File: src/rtl/bit_serial_adder_ctrl_pkg.sv
// Shared definitions for the bit-serial adder: FSM state encoding and default operand width.
package bit_serial_adder_ctrl_pkg;

    localparam int DEFAULT_WIDTH = 8;

    typedef enum logic [1:0] {
        IDLE = 2'd0,
        RUN  = 2'd1,
        DONE = 2'd2
    } state_t;

endpackage

File: src/rtl/bit_serial_adder_ctrl_full_adder.sv
// One-bit combinational full adder; the single arithmetic element reused every bit step.
module single_bit_full_adder (
    input  logic a,
    input  logic b,
    input  logic cy_in,
    output logic sum,
    output logic cy_out
);

    assign sum    = a ^ b ^ cy_in;
    assign cy_out = (a & b) | (cy_in & (a ^ b));

endmodule

File: src/rtl/bit_serial_adder_ctrl.sv
// Bit-serial adder controller: latches operands on start, adds LSB first one bit per clock,
// and reports {cy_out,sum} with a one-cycle done pulse.
module bit_serial_adder_ctrl
    import bit_serial_adder_ctrl_pkg::*;
#(
    parameter int WIDTH = DEFAULT_WIDTH
) (
    input  logic             clk,
    input  logic             rst,
    input  logic             start,
    input  logic [WIDTH-1:0] a,
    input  logic [WIDTH-1:0] b,
    input  logic             cy_in,
    output logic             ready,
    output logic             busy,
    output logic             done,
    output logic [WIDTH-1:0] sum,
    output logic             cy_out
);

    localparam int CW = $clog2(WIDTH);

    state_t           state_q;
    logic [CW-1:0]    cnt_q;
    logic [WIDTH-1:0] aShift_q;
    logic [WIDTH-1:0] bShift_q;
    logic [WIDTH-1:0] sumShift_q;
    logic             carry_q;
    logic             ready_q;
    logic             busy_q;
    logic             done_q;

    logic             bitSum_d;
    logic             bitCarry_d;
    logic             lastBit_d;

    single_bit_full_adder uFullAdder (
        .a      (aShift_q[0]),
        .b      (bShift_q[0]),
        .cy_in  (carry_q),
        .sum    (bitSum_d),
        .cy_out (bitCarry_d)
    );

    assign lastBit_d = (cnt_q == CW'(WIDTH - 1));

    // Handshake outputs are registered alongside the state so they never depend on inputs.
    always_ff @(posedge clk or posedge rst) begin
        if (rst) begin
            state_q    <= IDLE;
            cnt_q      <= '0;
            aShift_q   <= '0;
            bShift_q   <= '0;
            sumShift_q <= '0;
            carry_q    <= 1'b0;
            ready_q    <= 1'b1;
            busy_q     <= 1'b0;
            done_q     <= 1'b0;
        end else begin
            case (state_q)
                IDLE: begin
                    if (start) begin
                        aShift_q   <= a;
                        bShift_q   <= b;
                        carry_q    <= cy_in;
                        cnt_q      <= '0;
                        sumShift_q <= '0;
                        state_q    <= RUN;
                        ready_q    <= 1'b0;
                        busy_q     <= 1'b1;
                    end
                end
                RUN: begin
                    sumShift_q <= {bitSum_d, sumShift_q[WIDTH-1:1]};
                    aShift_q   <= aShift_q >> 1;
                    bShift_q   <= bShift_q >> 1;
                    carry_q    <= bitCarry_d;
                    // The counter wraps to zero on the last bit so it never exceeds WIDTH-1.
                    if (lastBit_d) begin
                        cnt_q   <= '0;
                        state_q <= DONE;
                        busy_q  <= 1'b0;
                        done_q  <= 1'b1;
                    end else begin
                        cnt_q <= cnt_q + CW'(1);
                    end
                end
                DONE: begin
                    state_q <= IDLE;
                    done_q  <= 1'b0;
                    ready_q <= 1'b1;
                end
                default: begin
                    state_q <= IDLE;
                    ready_q <= 1'b1;
                    busy_q  <= 1'b0;
                    done_q  <= 1'b0;
                end
            endcase
        end
    end

    assign ready  = ready_q;
    assign busy   = busy_q;
    assign done   = done_q;
    assign sum    = sumShift_q;
    assign cy_out = carry_q;

endmodule
File: config.mk
export PLATFORM = sky130hd
export DESIGN_NAME = bit_serial_adder_ctrl
export DESIGN_NICKNAME = d
export VERILOG_FILES = /design/src/rtl/bit_serial_adder_ctrl_pkg.sv /design/src/rtl/bit_serial_adder_ctrl_full_adder.sv /design/src/rtl/bit_serial_adder_ctrl.sv
export SDC_FILE = /design/constraint.sdc
export NUM_CORES = 1
export LEC_CHECK = 0
export CORE_MARGIN = 2
export CORE_UTILIZATION = 56
export CTS_BUF_LIST = sky130_fd_sc_hd__clkbuf_8
export DETAILED_ROUTE_END_ITERATION = 7
export HOLD_SLACK_MARGIN = 0.02
export PLACE_DENSITY = 0.87
export SYNTH_ARGS = -nofsm -noshare
export SYNTH_HDL_FRONTEND = slang
export SYNTH_SLANG_ARGS = --single-unit
File: constraint.sdc
create_clock -name clk -period 3 [get_ports clk]
set_input_delay 0.6 -clock clk [delete_from_list [all_inputs] [get_ports clk]]
set_output_delay 0.6 -clock clk [all_outputs]
set_load 0.005 [all_outputs]
==> flow_metrics.env <==
export IMPL_critPathLaunchType="flop"
export IMPL_antenna_found_initial=0
export IMPL_clockBufferDepth=2
export IMPL_power_density_nw_per_um2=1030
export IMPL_syn2layout_area_growth_pct=27.0
export IMPL_maxCapViolCount=0
export IMPL_drive_gt1_frac=0.132
export IMPL_cts_resized_gates=0
export IMPL_required_ps=2400
export IMPL_synth_cell_types=28
export IMPL_switchingPower_uw=657
export IMPL_ioPinCount=32
export IMPL_period_share=0.634
export IMPL_mostFrequentLayoutCell="dfrtp_1"
export IMPL_drtIter0Drc=35
export IMPL_die_h_um=55.7
export IMPL_multi_input_area_um2=582
export IMPL_drtPass1Iterations=5
export IMPL_ys_seq_area_frac=0.552
export IMPL_dp_final_hpwl_um=2100
export IMPL_vias=1116
export IMPL_worst_pin_slew_ps=740
export IMPL_cts_buffers=5
export IMPL_hold_path_depth=2
export IMPL_grt_max_degree=34
export IMPL_overflow=0
export IMPL_critPathTopFamily="flip-flops"
export IMPL_hold_path_class="flop to flop"
export IMPL_regToRegStartpoint="state_q[1]"
export IMPL_critical_path_max_stage_delay_ps=530
export IMPL_hold_buffers=0
export IMPL_cts_root_buf="clkbuf_8"
export IMPL_path_clk_slew_ps=60
export IMPL_seqCellArea_um2=827
export IMPL_final_cell_mix="dfrtp_1 (32), clkdlybuf4s50_1 (31), nor2_1 (27)"
export IMPL_die_area_um2=3110
export IMPL_relSlewSlack=0.506
export IMPL_max_freq_mhz=526
export IMPL_reg2regPathDepth=3
export IMPL_clock_latency_ps=280
export IMPL_ys_seq_elements=33
export IMPL_seq_power_share=0.406
export IMPL_drcViolationCount=0
export IMPL_synth_top_area_frac=0.534
export IMPL_via_per_inst=5.90
export IMPL_fillers=186
export IMPL_vdd_ir_drop_max_mv=0.792
export IMPL_worstHoldStart="done"
export IMPL_start_util=0.600
export IMPL_io_buffers=31
export IMPL_pwr_share_comb=0.378
export IMPL_final_nets=181
export IMPL_numClockSinks=33
export IMPL_timing_rr_end="aShift_q[0]"
export IMPL_place_congestion=0.738
export IMPL_p_leak_nw=0.829
export IMPL_path_cells="clkdlybuf4s50_1"
export IMPL_status="completed"
export IMPL_setup_violations_final=0
export IMPL_grt_pass1_vias=1203
export IMPL_internal_power_mw=1.31
export IMPL_hold_viol=0
export IMPL_skew_ps=3.12
export IMPL_cts_setup_buffers=0
export IMPL_yosys_warnings=0
export IMPL_synth_top_area_cell="dfrtp_1"
export IMPL_cp_num_buf_inv=1
export IMPL_syn_area_um2=1500
export IMPL_final_core_utilization=0.761
export IMPL_cp_max_fo=2
export IMPL_drv_slew=0
export IMPL_placeableCoreArea_um2=2500
export IMPL_setup_tns_ps=0
export IMPL_grt_first_pass_wirelength_um=5340
export IMPL_rows=18
export IMPL_worstSetupPathType="flop to primary output"
export IMPL_rrSetupSlack_ps=1310
export IMPL_grt_setup_unrepaired="false"
export IMPL_period_needed_ps=1900
export IMPL_totalWireLength_um=3070
export IMPL_wl_per_cell_um=16.3
export IMPL_diodes=0
export IMPL_htree_levels=2
export IMPL_synthCells=128
export IMPL_slowest_stage="dfstp_2"
export IMPL_worst_hold_path_endpoint="done"
export IMPL_switching_share=0.334
export IMPL_p_clk_frac=0.216
export IMPL_critPathArrivalTime_ps=1300
export IMPL_cts_tree="yes"
export IMPL_syn_nets=151
export IMPL_ant_nets=0
export IMPL_endpoint_kind="primary output"
export IMPL_grt_util_all_layers=0.227
export IMPL_avgSynthCellArea_um2=11.7
export IMPL_die_w_um=55.7
export IMPL_synth_area_leaders="dfrtp_1 (53%), o32ai_2 (9.8%), nor2_1 (6.8%), a22o_1 (5.3%), o32ai_1 (2.3%)"
## power by group through the flow
stage / clock, mW / sequential (mW) / combinational [mW]
after floorplan: 0 / 0.762 / 0.548
after global placement: 0 / 0.788 / 0.709
after detailed placement: 0 / 0.804 / 0.749
after CTS: 0.434 / 0.800 / 0.754
after global routing: 0.450 / 0.822 / 0.827
final: 0.424 / 0.798 / 0.744
## worst max path at each step
stage           from          end  slack [ps]  depth (start not counted)
6_report       ready        ready        1100                          1
5_1_grt        ready        ready        1050                          1
4_1_cts        ready        ready        1080                          1
3_5_place_dp   start  bShift_q[0]        1020                          4
3_3_place_gp   start       cy_out        1090                          3
2_1_floorplan    rst  aShift_q[0]        1680                          1
## synth_stat cells
cell type,number
or2_1,1
nand2_1,3
a32o_1,1
a21oi_1,5
nor2b_1,1
a221oi_1,1
inv_1,5
a211oi_1,1
o21bai_2,1
a21o_1,2
buf_6,2
inv_2,1
dfrtp_1,32
nor2_1,27
buf_4,4
a22o_1,9
o32ai_2,9
o21ba_2,1
dfstp_2,1
o31ai_1,1
and2_1,1
o21ai_0,3
ha_1,2
nand2b_1,4
buf_2,3
o32ai_1,4
nor3_1,2
fa_1,1
## per-stage QoR
| stage | instance area [um2] | instances | hold WS (ps) | setup WS, ps | power (mW) |
|---|---|---|---|---|---|
| after floorplan | 1500 | 128 | 461 | 1680 | 1.31 |
| after global placement | 1790 | 181 | 481 | 1090 | 1.50 |
| after detailed placement | 1790 | 181 | 482 | 1020 | 1.55 |
| after CTS | 1900 | 189 | 502 | 1080 | 1.99 |
| after global routing | 1900 | 189 | 519 | 1050 | 2.10 |
| final | 1900 | 189 | 498 | 1100 | 1.97 |
## sequential cells by signal (all words and copies together) (netlist names)
signal    cells
aShift_q      8
bShift_q      8
busy          1
cnt_q         3
cy_out        1
done          1
ready         1
state_q       2
sum           8
## kinds of logic (layout without fill, tap and decap cells)
logic type	Yosys count	count (layout)	synth area share
and+or+nand+nor	39	39	0.111
buffers and inverters	15	46	0.0601
AOI/OAI and AO/OA	38	38	0.247
adders and majority gates	3	3	0.0300
DFF	33	33	0.552
## metal layers
metal  GRT usage  up-vias  wire length [um]
met5           0        -                 0
met1       0.255      567              1220
met2       0.401       30              1690
met3      0.0837        2               156
met4      0.0697        0                10
li1            -      517                 -
## area by class of cell
class / instances / share of cell area
clock buffer: 6 / 0.0434
clock inverter: 2 / 0.0178
inverter: 6 / 0.0118
multi-input combinational: 80 / 0.306
sequential: 33 / 0.435
tap: 30 / 0.0197
timing repair buffer: 32 / 0.167
Note: power is estimated with default switching activity, not from simulation.
